[src/rtl/fp_accum_seq.sv]
// Accumulating sequencer for a combinational bf16 add/sub unit: streams elements
// into the adder two cycles apiece and hands back sum, element count and a sticky NaN flag.

package fp_alu_pkg;
  typedef enum logic [0:0] {
    FP_ALU_ADD = 1'b0,
    FP_ALU_SUB = 1'b1
  } fp_alu_op_e;
endpackage

module fp_accum_seq
  import fp_alu_pkg::*;
#(
  parameter int CNT_W = 8
) (
  input  logic             clk_i,
  input  logic             rst_ni,
  input  logic             start_i,
  input  logic             abort_i,
  input  logic             in_valid_i,
  output logic             in_ready_o,
  input  logic [15:0]      in_data_i,
  input  logic             in_sub_i,
  input  logic             in_last_i,
  output fp_alu_op_e       add_op_o,
  output logic [15:0]      add_a_o,
  output logic [15:0]      add_b_o,
  input  logic [15:0]      add_c_i,
  output logic             res_valid_o,
  input  logic             res_ready_i,
  output logic [15:0]      res_data_o,
  output logic [CNT_W-1:0] res_count_o,
  output logic             res_nan_o,
  output logic             busy_o
);

  typedef enum logic [1:0] {
    IDLE = 2'd0,
    RUN  = 2'd1,
    ADD  = 2'd2,
    DONE = 2'd3
  } state_e;

  state_e           state;
  state_e           state_next;
  logic [15:0]      acc;
  logic [15:0]      b_q;
  logic [CNT_W-1:0] cnt;
  logic             nan_q;
  logic             last_q;
  fp_alu_op_e       op_q;

  logic             seq_start;
  logic             in_fire;
  logic             add_commit;
  logic             c_is_nan;

  // Abort has priority over every handshake and over start.
  assign seq_start  = (state == IDLE) && start_i && !abort_i;
  assign in_fire    = (state == RUN) && in_valid_i && !abort_i;
  assign add_commit = (state == ADD) && !abort_i;
  assign c_is_nan   = (add_c_i[14:7] == 8'hFF) && (add_c_i[6:0] != 7'd0);

  always_ff @(posedge clk_i or negedge rst_ni) begin
    if (!rst_ni) begin
      state <= IDLE;
    end else begin
      state <= state_next;
    end
  end

  always_comb begin
    state_next = state;
    if (abort_i) begin
      state_next = IDLE;
    end else begin
      unique case (state)
        IDLE: if (start_i)     state_next = RUN;
        RUN:  if (in_valid_i)  state_next = ADD;
        ADD:  state_next = last_q ? DONE : RUN;
        DONE: if (res_ready_i) state_next = IDLE;
        default: state_next = IDLE;
      endcase
    end
  end

  // Element capture: operands are held in registers so the adder inputs stay stable.
  always_ff @(posedge clk_i or negedge rst_ni) begin
    if (!rst_ni) begin
      b_q    <= 16'h0000;
      op_q   <= FP_ALU_ADD;
      last_q <= 1'b0;
    end else if (in_fire) begin
      b_q    <= in_data_i;
      op_q   <= in_sub_i ? FP_ALU_SUB : FP_ALU_ADD;
      last_q <= in_last_i;
    end
  end

  always_ff @(posedge clk_i or negedge rst_ni) begin
    if (!rst_ni) begin
      acc   <= 16'h0000;
      cnt   <= '0;
      nan_q <= 1'b0;
    end else if (seq_start) begin
      acc   <= 16'h0000;
      cnt   <= '0;
      nan_q <= 1'b0;
    end else if (add_commit) begin
      acc   <= add_c_i;
      nan_q <= nan_q | c_is_nan;
      if (cnt != {CNT_W{1'b1}}) begin
        cnt <= cnt + CNT_W'(1);
      end
    end
  end

  assign add_a_o     = acc;
  assign add_b_o     = b_q;
  assign add_op_o    = op_q;

  assign in_ready_o  = (state == RUN) && !abort_i;
  assign res_valid_o = (state == DONE);
  assign res_data_o  = acc;
  assign res_count_o = cnt;
  assign res_nan_o   = nan_q;
  assign busy_o      = (state != IDLE);

endmodule

[config.mk]
export PLATFORM = sky130hd
export DESIGN_NAME = fp_accum_seq
export DESIGN_NICKNAME = d
export VERILOG_FILES = /design/src/rtl/fp_accum_seq.sv
export SDC_FILE = /design/constraint.sdc
export NUM_CORES = 1
export LEC_CHECK = 0
export CAP_MARGIN = 0
export CORE_UTILIZATION = 36
export CTS_CLUSTER_DIAMETER = 200
export CTS_CLUSTER_SIZE = 24
export DETAILED_ROUTE_END_ITERATION = 7
export PLACE_DENSITY = 0.76
export SLEW_MARGIN = 5
export SYNTH_ARGS = -nofsm -noshare
export SYNTH_HDL_FRONTEND = slang
export SYNTH_SLANG_ARGS = --single-unit
export TNS_END_PERCENT = 5
[constraint.sdc]
create_clock -name clk_i -period 1.7 [get_ports clk_i]
set_clock_uncertainty 0.2 [all_clocks]
set_input_delay 0.34 -clock clk_i [delete_from_list [all_inputs] [get_ports clk_i]]
set_output_delay 0.34 -clock clk_i [all_outputs]
set_load 0.1 [all_outputs]
# After elaboration in Yosys (flattened, before gate mapping)

Cells that the tools add are included.

Divide/modulo/power cells: 0
Bitwise operators: 1
Shift operators: 0
Muxes and demuxes: 14
$mul: 0
Reduce and logical (&&, ||, !) cells: 15
$add $sub $neg: 1
$lt $le $gt $ge: 0
Equal/unequal tests: 8

Operators by type and width:

| operator                                                                | count |
|---|---|
| 16-bit 2-to-1 mux                                                       | 2 |
| 8-bit 2-to-1 mux                                                        | 3 |
| 2-bit 2-to-1 mux                                                        | 5 |
| 8-bit by 1-bit adder with 8-bit output, second input constant           | 1 |
| 8-bit == test, second input constant                                    | 1 |
| 8-bit inequality test, second input constant                            | 1 |
| 2-bit one-hot mux with 4 select lines                                   | 1 |
| 1-bit logical AND                                                       | 7 |
| 7-bit nonzero test                                                      | 1 |
| 3-bit inequality test, second input constant                            | 2 |
| 2-bit nonzero test                                                      | 3 |
| 2-bit == test, second input constant                                    | 2 |
| 1-bit 2-to-1 mux                                                        | 3 |
| 3-bit by 2-bit inequality test with 1-bit output, second input constant | 1 |
| 3-bit AND reduction                                                     | 1 |
| 2-bit by 1-bit == test with 1-bit output, second input constant         | 1 |
| 2-bit logical NOT                                                       | 1 |
| 2-bit AND reduction                                                     | 1 |
| 1-bit logical NOT                                                       | 1 |
| 1-bit OR                                                                | 1 |

Word-level logic and storage cells: 46
Input port bits: 40
Bits in read-only memories: 0
Output and inout port bits: 61
Bits in latches: 0
Memories kept: 0
Bits in writable memories: 0
Register bits: 45

# Depth between registers and ports, before layout

Depth in word-level cells: 5
Gate-level depth with buffers: 6

# Least setup slack after synthesis

Ideal clock, no wire load.

Path kind: register -> register
From: register state[1]
To: register b_q[10], in the netlist add_b_o[10]
Arrival time: 3.690 ns
Data required time: 1.375 ns
Setup slack: -2.315 ns
Cell stages (with the launch flop): 7
Cell sequence: dfrtp_1 -> buf_6 -> nor3b_1 -> and2_1 -> buf_4 -> buf_4 -> mux2_2

Cells in the longest elaborated chain, start to end: 3

Ends and longest elaborated chain:

| element                                  | line | text |
|---|---|---|
| from (decl)                              | 44   | `state_e state;` |
| from (signal assigned)                   | 68   | `state <= state_next;` |
| 2-bit by 1-bit == test with 1-bit output | 60   | `assign in_fire = (state == RUN) && in_valid_i && !abort_i;` |
| 1-bit logical AND (2 in a row)           | 60   |  |
| to (signal assigned)                     | 94   | `b_q <= in_data_i;` |
| to (decl)                                | 47   | `logic [15:0] b_q;` |

No other way between the ends.
A chain may end at the register's enable or synchronous reset.

# Worst setup path in the final report

From: register state[1]
To: output busy_o

Cells in the longest elaborated chain, start to end: 1

Ends and longest elaborated chain:

| element            | line | text |
|---|---|---|
| 2-bit nonzero test | 127  | `assign busy_o = (state != IDLE);` |
| to (decl)          | 34   | `output logic busy_o` |

No other way between the ends.

==> results by stage <==
Route:
- The final wirelength is 5770 µm.
- The number of nets with antenna violations after routing is 0.
- After detailed routing, the average wire length per cell comes to 17.0 µm.
- The number of vias after detailed routing is 1706.
- Using the TritonRoute via totals, the vias-per-cell ratio works out to 5.02.
- The detailed-route DRC error count is 0.
- The number of optimization iterations in the first detailed-route pass is 4.
- The violation count after the first detailed-routing iteration is 97.

Placed design:
- The detailed placement HPWL is 4280 µm.
- The total placed cells including tap cells is 330.
- At the placement stage, the worst setup path has a slack of -0.673 ns.
- The number of port buffers is 100.
- Summing all placed instances gives a cell area of 3810 µm².
- The final weighted congestion in routability-driven placement is 0.794.

Yosys:
- The commonest register cell after synthesis is dfrtp_1.
- The average instance area after synthesis is 13.0 µm².
- The total number of yosys warnings is 0.
- The share of the Yosys chip area taken by registers is 0.556.
- The most frequent cell after synthesis is dfrtp_1.
- Synthesis instantiated 33 different standard cells from the library.
- Summing every instance area after synthesis gives 2020 µm².
- The cell count after synthesis came out at 156.
- The register bit count reported by yosys is 45.
- Counting every net in the synthesized netlist gives 197.
- Summed over all instances, the cell type with the most area after synthesis is dfrtp_1.
- The async set-or-reset flop fraction in the synthesized netlist is 1.00.
- The fraction of synthesized cell area taken by the top area cell type is 0.556.
- By count the netlist is led by dfrtp_1 (45), buf_4 (19), mux2_2 (18), a22o_1 (12), nand2_1 (5).
- In the post-synthesis netlist, the biggest area contributors are dfrtp_1 (56%), mux2_2 (10%), buf_4 (7.0%).
- The number of enable flip-flop cells after synthesis is 0.

Floorplan:
- The I/O pin count is 101.
- The floorplan step defined a core boundary enclosing 5270 µm².
- The floorplan die area is 5930 µm².
- The chip width is 77.0 µm.
- For this configuration, the core starts out at a cell density of 0.384.
- Measured along the y axis, the die boundary spans 77.0 µm.
- The number of cell rows is 26.

GRT:
- The maximum number of pins on one net before global-route repair is 46.
- The initial antenna violation count came to 0.
- The via count of the first global-routing pass is 1731.
- The global-route wire length before repair is 9160 µm.
- The global routing stage identified its most utilized layer as met2.
- The global-route met3 utilization is 0.0440.
- For met2 alone, demand over resource in global routing was 0.343.
- The overall fraction of global-route tracks in use is 0.200.
- Summed over all layers, the global routing overflow is 0.
- The met1 routing resource usage after global routing is 0.253.

Clocking:
- The H-tree depth is 2.
- TritonCTS created 5 clock buffers.
- The clock tree root buffer cell is clkbuf_8.
- The clock passes through at most 2 buffers.
- TritonCTS built the clock tree.
- Counting every sink on the clock net gives 45.
- The clock edge transition at the registers on the reported setup and hold paths is 0.09 ns.
- Clock latency on the worst-skew pair, taken at its later pin, is 0.29 ns.

STA:
- The summed negative setup slack over all endpoints is -3.06 ns.
- The transition time of the tightest slew-check pin is 0.379 ns.
- The remaining max-slew budget at the tightest pin is 0.747.
- Static timing analysis puts the maximum clock frequency at 0.532 GHz.
- The total count of max-transition violations in the final report is 0.
- The number of endpoints with negative hold slack in the final report is 0.
- Setup repair after global routing could not meet its margin everywhere.
- The final critical-path required period is 1.88 ns.
- The number of setup violations in the final report is 42.
- Once routing completed, OpenROAD measured the worst setup slack at -0.179 ns.
- The hold slack is 0.337 ns.
- The fraction of the cycle the final worst path needs is 1.11.

Run:
- The max-capacitance violation count is 0.

Critical path:
- The capturing element type of the critical path is an output port.
- The worst endpoint data arrival time is 1.34 ns.
- The largest delay contributor family on the critical path is flip-flops.
- The count of buffering cells on the critical path with inverters included is 3.
- STA classifies the critical path startpoint as a flop.
- In this run the critical register-to-register path is captured at res_count_o[5]$_DFFE_PN0P_.
- The setup check on the worst reg-to-reg path leaves a slack of -0.12 ns.
- The worst register-to-register path has a depth of 5.
- The worst register-to-register path begins at res_count_o[0]$_DFFE_PN0P_.
- Counting buffers and inverters, the worst setup path is 4 cells deep.
- The most common cell type on the critical path is buf_6.
- The endpoint required time on the critical path is 1.16 ns.
- The worst stage delay on the critical path is 0.42 ns.
- Of all nets on the critical path, the largest fanout is 3.
- The critical path in this run is classified as flop to output port.
- The signal on the critical path passes through or2_4, buf_6, buf_6, buf_12.
- The slowest stage of the critical path belongs to the cell dfrtp_1.

Worst hold path:
- The path type of the worst min-delay path is input pin to async pin.

Cells and area:
- Summing all flip-flop and latch instances after layout gives 1130 µm².
- The ratio of cells with drive above 1 in the final layout is 0.485.
- The filler cells instantiated in the layout total 326.
- The final design instance area without fill is 4000 µm².
- The number of antenna repair diodes is 0.
- Leaving out filler cells and counting taps, the final layout contains 340.
- The multi-input combinational cells in the finished layout cover a total of 786 µm².
- For this run, the post-layout net count is 310.
- The post-synthesis to final-layout area growth is 97.4%.

Run status:
- The final reports fail on setup timing.
- The flow ran to the end, but the final reports show violations.

Power:
- Summed over all cells, the static leakage comes to 1.75 nW.
- The power per unit of standard cell area is 1260 nW/µm².
- IR analysis of the VDD net gives a maximum drop of 0.777 mV.
## worst max path at each step
stage | slack, ns | start | end
finish | -0.18 | state[1]$_DFFE_PN0P_ | busy_o
global route | -0.21 | state[1]$_DFFE_PN0P_ | in_ready_o
CTS | -0.20 | state[1]$_DFFE_PN0P_ | busy_o
detailed placement | -0.67 | abort_i | res_nan_o$_DFFE_PN0P_
global placement | -0.47 | abort_i | res_nan_o$_DFFE_PN0P_
floorplan | -0.80 | state[1]$_DFFE_PN0P_ | add_b_o[10]$_DFFE_PN0P_
## power by group
part           switching (mW)  internal, mW  leakage, nW
logic                    1.70          1.04         1.11
registers               0.214          1.24        0.586
clock network           0.372         0.478       0.0574
total                    2.28          2.76         1.75
## cell families (layout without fill, tap and decap cells)
group	Yosys count	count (layout)	synth area share
mux	21	21	0.115
fa+ha+maj	1	1	0.00618
flops	45	45	0.556
compound gates	29	29	0.114
simple gates	33	33	0.107
buf+inv	25	139	0.0927
xor+xnor	2	2	0.00865
## final cells by class
| class | count | share of cell area |
|---|---|---|
| repair buffers | 128 | 0.467 |
| clock inverters | 2 | 0.00939 |
| multi-input cells | 86 | 0.197 |
| inverters | 3 | 0.00282 |
| flip-flops and latches | 45 | 0.282 |
| well taps | 70 | 0.0219 |
| clock buffers | 6 | 0.0207 |
## stage by stage
step | util | power, mW
after floorplan | - | 3.09
after global placement | 0.723 | 4.16
after detailed placement | 0.723 | 4.20
after CTS | 0.754 | 5.07
after global routing | 0.758 | 5.18
final | 0.758 | 5.04
## worst min-delay path: stages
cell and delay [ns]:
dlygate4sd3_1 0.52, buf_2 0.12, buf_12 0.23
## flip-flops by register name, indices dropped and copies added, names as in the netlist
register / flops
add_b_o: 16
last_q: 1
res_count_o: 8
add_a_o: 16
res_nan_o: 1
add_op_o: 1
state: 2
## cells in the final DEF, fill, tap and decap left out, types with 2 or more instances in the layout
cell             Yosys  routed
mux2_4               0      10
nor3b_4              2       3
a21oi_1              3       3
clkbuf_8             0       6
o211ai_1             2       2
mux2i_1              3       3
nand3_1              3       3
mux2_2              18       8
buf_4               19      19
nor4_2               0       3
inv_1                3       3
clkdlybuf4s50_1      0      37
o21ai_0              2       2
a22o_1              12      12
nand4_1              3       3
nor2_1               4       4
o31ai_1              2       2
buf_12               0      63
a211oi_1             2       2
dfrtp_1             45      45
buf_6                3       6
xor2_1               2       2
nand2_1              5       4
or4_1                2       2
a22o_2               4       4
and3_1               2       2
## layer usage
layer / share of wire / vias to the layer above
met5: 0 / -
met4: 0.013 / 0
met3: 0.059 / 7
met2: 0.52 / 76
met1: 0.41 / 843
li1: - / 780
## what timing repair did
action | 4_1_cts | 5_1_grt
cloned | 0 | 0
pin swaps | 2 | 6
hold endpoints to repair | 45 | 0
gates resized for setup | 9 | 4
hold buffers | 1 | 0
endpoints found under the setup margin | 44 | 44
setup buffers | 0 | 1
Note: power is estimated with default switching activity, not from simulation.
